===== config.mk =====
export PLATFORM = sky130hd
export DESIGN_NAME = fetch_unit
export DESIGN_NICKNAME = d
export VERILOG_FILES = /design/src/rtl/fetch_unit_pkg.sv /design/src/rtl/fetch_unit.sv
export SDC_FILE = /design/constraint.sdc
export NUM_CORES = 1
export LEC_CHECK = 0
export CAP_MARGIN = 25
export CORE_UTILIZATION = 36
export CTS_CLUSTER_SIZE = 25
export DETAILED_ROUTE_END_ITERATION = 16
export GPL_TIMING_DRIVEN = 0
export PLACE_DENSITY = 0.75
export SYNTH_ARGS = -nofsm -noshare
export SYNTH_HDL_FRONTEND = slang
export SYNTH_SLANG_ARGS = --single-unit
export TNS_END_PERCENT = 5

===== constraint.sdc =====
create_clock -name clk -period 2.1 [get_ports clk]
set_input_delay 0.42 -clock clk [delete_from_list [all_inputs] [get_ports clk]]
set_output_delay 0.42 -clock clk [all_outputs]
set_load 0.02 [all_outputs]

===== src/rtl/fetch_unit_pkg.sv =====
// Shared definitions for the fetch stage and the instruction memory it drives.
package fetch_unit_pkg;

    // Default PC / instruction-memory address width (word addressed).
    localparam int unsigned ADDR_WIDTH_DEFAULT = 10;

    // Instruction word as stored in instr_mem.
    typedef struct packed {
        logic [7:0]  opcode;
        logic [4:0]  rd;
        logic [4:0]  rs1;
        logic [13:0] imm;
    } instruction_s;

    typedef enum logic {
        HALT  = 1'b0,
        FETCH = 1'b1
    } fetch_state_e;

endpackage


===== src/rtl/fetch_unit.sv =====
// Instruction fetch stage: owns the PC, drives the synchronous instruction
// memory, holds its output under stall, takes redirects from execute and
// forwards program-load writes into memory while halted.
//
// state | meaning
// ------+--------------------------------------------------------------
// HALT  | no fetching; load port forwarded to memory; waits for start_i
// FETCH | sequential fetch, one instruction per cycle to decode
module fetch_unit
    import fetch_unit_pkg::*;
#(
    parameter int unsigned addr_width_p = ADDR_WIDTH_DEFAULT
) (
    input  logic                    clk,
    input  logic                    n_reset_i,
    input  logic                    start_i,
    input  logic [addr_width_p-1:0] start_pc_i,
    input  logic                    halt_i,
    input  logic                    stall_i,
    input  logic                    redirect_v_i,
    input  logic [addr_width_p-1:0] redirect_pc_i,
    input  logic                    load_v_i,
    input  logic [addr_width_p-1:0] load_addr_i,
    input  instruction_s            load_instr_i,
    output logic [addr_width_p-1:0] imem_addr_o,
    output logic                    imem_wen_o,
    output instruction_s            imem_instr_o,
    input  instruction_s            imem_instr_i,
    output logic                    instr_v_o,
    output instruction_s            instr_o,
    output logic [addr_width_p-1:0] pc_o
);

    localparam logic [addr_width_p-1:0] PC_ONE = {{(addr_width_p-1){1'b0}}, 1'b1};

    fetch_state_e            state_q;
    logic [addr_width_p-1:0] fetch_pc_q;
    logic                    pend_v_q;
    logic [addr_width_p-1:0] pend_pc_q;
    logic                    hold_v_q;
    instruction_s            hold_instr_q;
    logic                    fetch_active;

    // Output side is a pure function of the registers so an async reset
    // takes effect on the outputs immediately; the memory word in flight
    // is masked by instr_v_o.
    always_comb begin
        fetch_active = (state_q == FETCH);
        instr_v_o    = fetch_active & pend_v_q;
        instr_o      = '0;
        if (instr_v_o) begin
            instr_o = hold_v_q ? hold_instr_q : imem_instr_i;
        end
        pc_o         = pend_pc_q;
        imem_wen_o   = ~fetch_active & load_v_i;
        imem_addr_o  = imem_wen_o ? load_addr_i : fetch_pc_q;
        imem_instr_o = load_instr_i;
    end

    // State and PC/hold datapath. Priority in FETCH: halt > redirect >
    // stall > advance. During a stall the memory keeps reading the next
    // PC, so on release its output is already the following instruction.
    always_ff @(posedge clk or negedge n_reset_i) begin
        if (!n_reset_i) begin
            state_q      <= HALT;
            fetch_pc_q   <= '0;
            pend_v_q     <= 1'b0;
            pend_pc_q    <= '0;
            hold_v_q     <= 1'b0;
            hold_instr_q <= '0;
        end else if (state_q == HALT) begin
            if (start_i) begin
                state_q    <= FETCH;
                fetch_pc_q <= start_pc_i;
            end
        end else begin
            if (halt_i) begin
                state_q  <= HALT;
                pend_v_q <= 1'b0;
                hold_v_q <= 1'b0;
            end else if (redirect_v_i) begin
                fetch_pc_q <= redirect_pc_i;
                pend_v_q   <= 1'b0;
                hold_v_q   <= 1'b0;
            end else if (stall_i && instr_v_o) begin
                hold_instr_q <= instr_o;
                hold_v_q     <= 1'b1;
            end else begin
                pend_pc_q  <= fetch_pc_q;
                pend_v_q   <= 1'b1;
                fetch_pc_q <= fetch_pc_q + PC_ONE;
                hold_v_q   <= 1'b0;
            end
        end
    end

endmodule


# Word level (Yosys, flattened, before mapping)
# Index checks and enable logic that the tools add are counted.
[classes]
addsub = 1
mul = 0
n_div = 0
magnitude_cmp = 0
n_eq_ne = 3
n_shift = 0
muxes = 17
n_bitwise = 6
n_reduce_logical = 6
[ops]
columns = ["operator", "n"]
rows = [
  ["32-bit 2-to-1 mux", 2],
  ["10-bit 2-to-1 mux", 6],
  ["10-bit by 1-bit adder with 10-bit output, second input constant", 1],
  ["1-bit 2-to-1 mux", 9],
  ["4-bit AND reduction", 2],
  ["3-bit != test, second input constant", 2],
  ["1-bit NOT", 4],
  ["3-bit AND reduction", 1],
  ["1-bit bitwise AND", 2],
  ["2-bit != test, second input constant", 1],
  ["2-bit AND reduction", 1],
  ["2-bit nonzero test", 1],
  ["1-bit logical AND", 1],
]
[word_totals]
reg_bits = 55
latchBits = 0
ramBits = 0
mem_bits_ro = 0
output_inout_bits = 86
wordCells = 42
memories = 0

# Logic depth before layout (Yosys ltp)
# Gate-level depths: netlist of the first run.
[logic_depth]
depth_word = 6
depth_mapped = 6

# Worst setup path before layout of the first run
# OpenSTA, ideal clock, no wires.
[synth_path]
path_kind = "register to output"
startpoint = "register state_q (netlist: fetch_active)"
endpoint = "output imem_addr_o[0]"
t_arrival_ns = 1.347
t_required_ns = 1.680
slack_ns = 0.333
path_stages_with_launch = 5
n_path_buf = 2
cell_sequence = "dfrtp_1 -> buf_4 -> nor2b_1 -> buf_2 -> mux2_2"
[synth_between]
elab_chain_len = 3
[synth_rtl]
columns = ["item", "line_no", "rtl"]
rows = [
  ["start, declared", "fetch_unit.sv:36", "fetch_state_e state_q;"],
  ["start signal, assigned", "fetch_unit.sv:65", "state_q <= HALT;"],
  ["start signal, assigned", "fetch_unit.sv:73", "state_q <= FETCH;"],
  ["start signal, assigned", "fetch_unit.sv:78", "state_q <= HALT;"],
  ["1-bit NOT", "-", ""],
  ["1-bit bitwise AND", "fetch_unit.sv:55", "imem_wen_o = ~fetch_active & load_v_i;"],
  ["via imem_wen_o", "fetch_unit.sv:26", "output logic imem_wen_o,"],
  ["10-bit 2-to-1 mux", "fetch_unit.sv:56", "imem_addr_o = imem_wen_o ? load_addr_i : fetch_pc_q;"],
  ["end, declared", "fetch_unit.sv:25", "output logic [addr_width_p-1:0] imem_addr_o,"],
]
# The timed path passes the listed nets, and every way through them passes these cells.

# Worst setup path after layout of the first run
[layout_path]
startpoint = "input load_v_i"
endpoint = "output imem_addr_o[5]"
[layout_between]
elab_chain_len = 2
[layout_rtl]
columns = ["item", "line_no", "rtl"]
rows = [
  ["start, declared", "fetch_unit.sv:22", "input logic load_v_i,"],
  ["1-bit bitwise AND", "fetch_unit.sv:55", ""],
  ["10-bit 2-to-1 mux", "fetch_unit.sv:56", ""],
]
# No other way between the ends.

==> results by group, run 1 <==
Global route
  – Initial antenna violation count: 0
  – Grt total ovfl: 0
  – Vias in the first global route: roughly 3000
  – Largest net degree at the start of global routing: 39
  – Total GRT Usage: 17.9%
  – First-pass GRT wire length: 14200 um

Clock network
  – Worst skew pair latency: 310 ps
  – H-tree Lvls: 2
  – Clock sink count: 55
  – CTS tree: built
  – Clock-pin slew on the worst setup and hold paths: approximately 100 ps
  – CTS Root Cell: clkbuf_8
  – CTS Buffer Depth: 2
  – Clock buffer count from CTS: 5

Timing
  – Hold violation count in the final report: 0
  – # setup viols final: 0
  – RSZ-0062 raised after global routing: true
  – Period utilization: 99.8%
  – Fmax: ~480 MHz
  – Slew Viols, Final: 0
  – Fin crit period: around 2100 ps
  – Final worst slack: 4.55 ps
  – Final-layout worst hold slack: 32.9 ps
  – Setup Skew: 5.20 ps
  – Worst slew pin tran: about 480 ps
  – Slew headroom: 68.3%

Route
  – Via Count: 2882
  – DR WL/cell: 14.6 um
  – First-pass iteration count of the detailed router: 4
  – 1st-iter DRT viols: between 80 and 90
  – Post-Route WL: 8780 um
  – Final ANT Viol Nets: 0
  – Remaining DRCs: 0
  – Vias per cell: ~4.8

Critical path
  – Critical path required time: 1680 ps
  – Crit. End Element: output port
  – Worst r2r path cells: 5
  – Crit path DAT: 1680 ps
  – Critical Path Source Type: input port
  – Setup CP Type: in -> out
  – Crit-path max FO: 10

Cells and area
  – Layout cell share with drive strength beyond 1: 31.9%
  – Area grow syn2layout: 48.8%
  – Net count, final: 575
  – Final non-filler cell total: 603
  – ANT cells: 0

Yosys
  – XOR/XNOR Fraction of Synth Area: approximately 1%
  – Post-Synth Adder-Cell Area: 0.362%
  – Yosys Warn Count: 0
  – #FFs+latches synth: 55
  – Mux cell area share after synthesis: 30.0%
  – Post-synthesis cell type count: 44
  – Largest family of logic cells by synthesized area: multiplexers
  – Number of synthesized flops with an enable pin: 0
  – Synth async-reset ratio: 100%
  – Cell taking the most area after synthesis: dfrtp_1
  – Most common flop cell mapped by yosys: dfrtp_1
  – Cells after Synth: 312
  – Post-synth top cells: dfrtp_1, nor2_1, buf_4
  – Syn_nets: approximately 410
  – Area share of the largest cell type after synthesis: about two fifths
  – Avg Cell Area, Syn: 11.1 um2
  – Sequential area share after synthesis: 39.9%
  – Mapped cell area: 3450 um2
  – Most frequent cell after synthesis: dfrtp_1
  – Post-synthesis compound-gate area fraction: between 6 and 7%
  – Largest cells by area after synthesis: dfrtp_1, mux2_4, mux2i_1, buf_4, mux2_2
  – Post-Synth Simple-Gate Area: 10.5%

Floorplan
  – Chip Height: between 90 and 100 um
  – Rows: 35
  – Die width: 99.9 um
  – Initial core utilization: 37.2%
  – Io pins: 187
  – Total die area: 9990 um2
  – Core area: just over 9000 um2

Placed design
  – Hpwl dp: 6750 um
  – Port Buffers: about 150
  – Placer Congestion: 0.887
  – Setup WS pre-CTS: -517 ps
  – Placed insts: 595

Run
  – Max_cap viols: 0

Run status
  – Status: completed

Power and ir drop
  – Peak VDD IR: 0.481 mV
  – Flop pwr share: 38.4%
  – Comb power frac: 41.6%
  – Pwr per Cell Area: 716 nW/um2
  – Int Power: about 0.0024 W
  – Clock group share of total power: 20.0%
  – Pwr Total: 0.00368 W
  – Leakage: about 2.4 nW
  – Switching Share: roughly 34%
  – Net switching power: around 0.0013 W

Min path
  – Tightest Hold Check Type: in -> async
[cell type report]
class                   count  area, um2
plain buffers              51        407
fillers                   831       4150
repair buffers            154       1370
flip-flops and latches     55       1380
well taps                 129        161
inverters                   4       15.0
clock inverters             2       35.0
multi-input cells         202       1700
clock buffers               6       82.6
[per-stage QoR]
step	util (%)	setup TNS, ps	cell area, um2
after floorplan	-	0	3450
after global placement	55.4	-69320	5140
after detailed placement	55.6	-6080	5160
after CTS	56.5	-99.5	5240
after global routing	55.3	-331	5140
final	55.3	0	5140
[critical path, cell delays in order]
cell	delay [ps]
clkdlybuf4s50_1	460
nor2b_4	150
buf_6	150
mux2_2	340
buf_2	160
[worst paths after layout]
check,to,from,slack (ps)
setup reg to reg,fetch_pc_q[8],fetch_pc_q[0],630
hold / removal,hold_instr_q[4],n_reset_i,30
setup / recovery,imem_addr_o[5],load_v_i,5
min in group clk,fetch_pc_q[8],redirect_v_i,490
hold reg to reg,pc_o[7],pc_o[7],500
max in group asynchronous,fetch_pc_q[6],n_reset_i,1510
[timing repair]
| item | in CTS | in global routing |
|---|---|---|
| hold buffers | 0 | 0 |
| setup buffers | 0 | 0 |
| endpoints found under the setup margin | 44 | 40 |
| gates resized for setup | 94 | 53 |
[metal layers]
layer	part of all wire, %	vias to the layer above	global-route usage [%]
li1	-	1370	-
met2	47	163	30.9
met3	8.9	9	4.94
met1	43	1340	22.1
met4	1.2	0	4.19
met5	0	-	0
[sequential cells by signal (all words and copies together) (netlist names)]
register / cells
fetch_active: 1
fetch_pc_q: 10
hold_instr_q: 32
hold_v_q: 1
pc_o: 10
pend_v_q: 1
[logic make-up (layout without fill, tap and decap cells)]
group | count (synthesis) | in the layout
flops | 55 | 55
mux | 86 | 86
xor+xnor | 4 | 4
buf+inv | 55 | 217
fa+ha+maj | 1 | 1
compound gates | 35 | 35
simple gates | 76 | 76
[cell usage in the layout, fill, tap and decap left out, types with 2 or more instances in the layout]
cell and count:
or2b_1 2, o21a_1 2, mux2i_1 34, buf_6 10, dfrtp_1 55, nand2b_1 3
xnor2_1 4, a21oi_1 9, nand2_1 12, mux2_4 29, mux2_2 14, mux2_1 9
a31oi_1 2, o21ai_1 2, clkdlybuf4s15_2 2, buf_4 34, o211ai_1 4, nor2_1 41
clkdlybuf4s50_1 108, dlygate4sd2_1 5, buf_2 15, clkbuf_4 3, inv_1 3, nand3_1 5
o22a_1 2, o21ai_0 4, o22ai_1 2, clkbuf_2 25, clkbuf_8 6, nor3_1 2
[power by group through the flow]
stage                     sequential (W)  clock [W]  combinational, W
after floorplan                  0.00151          0          0.000784
after global placement           0.00143          0           0.00159
after detailed placement         0.00143          0           0.00161
after CTS                        0.00141   0.000762           0.00155
after global routing             0.00145   0.000814           0.00164
final                            0.00141   0.000737           0.00153
Note: power is estimated with default switching activity, not from simulation.
==> inputs of run 2 (changes only) <==
--- a/config.mk
+++ b/config.mk
@@ -5,6 +5,7 @@
 export SDC_FILE = /design/constraint.sdc
 export NUM_CORES = 1
 export LEC_CHECK = 0
+export ABC_CLOCK_PERIOD_IN_PS = 2100
 export CAP_MARGIN = 25
 export CORE_UTILIZATION = 36
 export CTS_CLUSTER_SIZE = 25
==> results of run 2 <==
The final DEF is identical to that of run 1; final timing and power are the same.
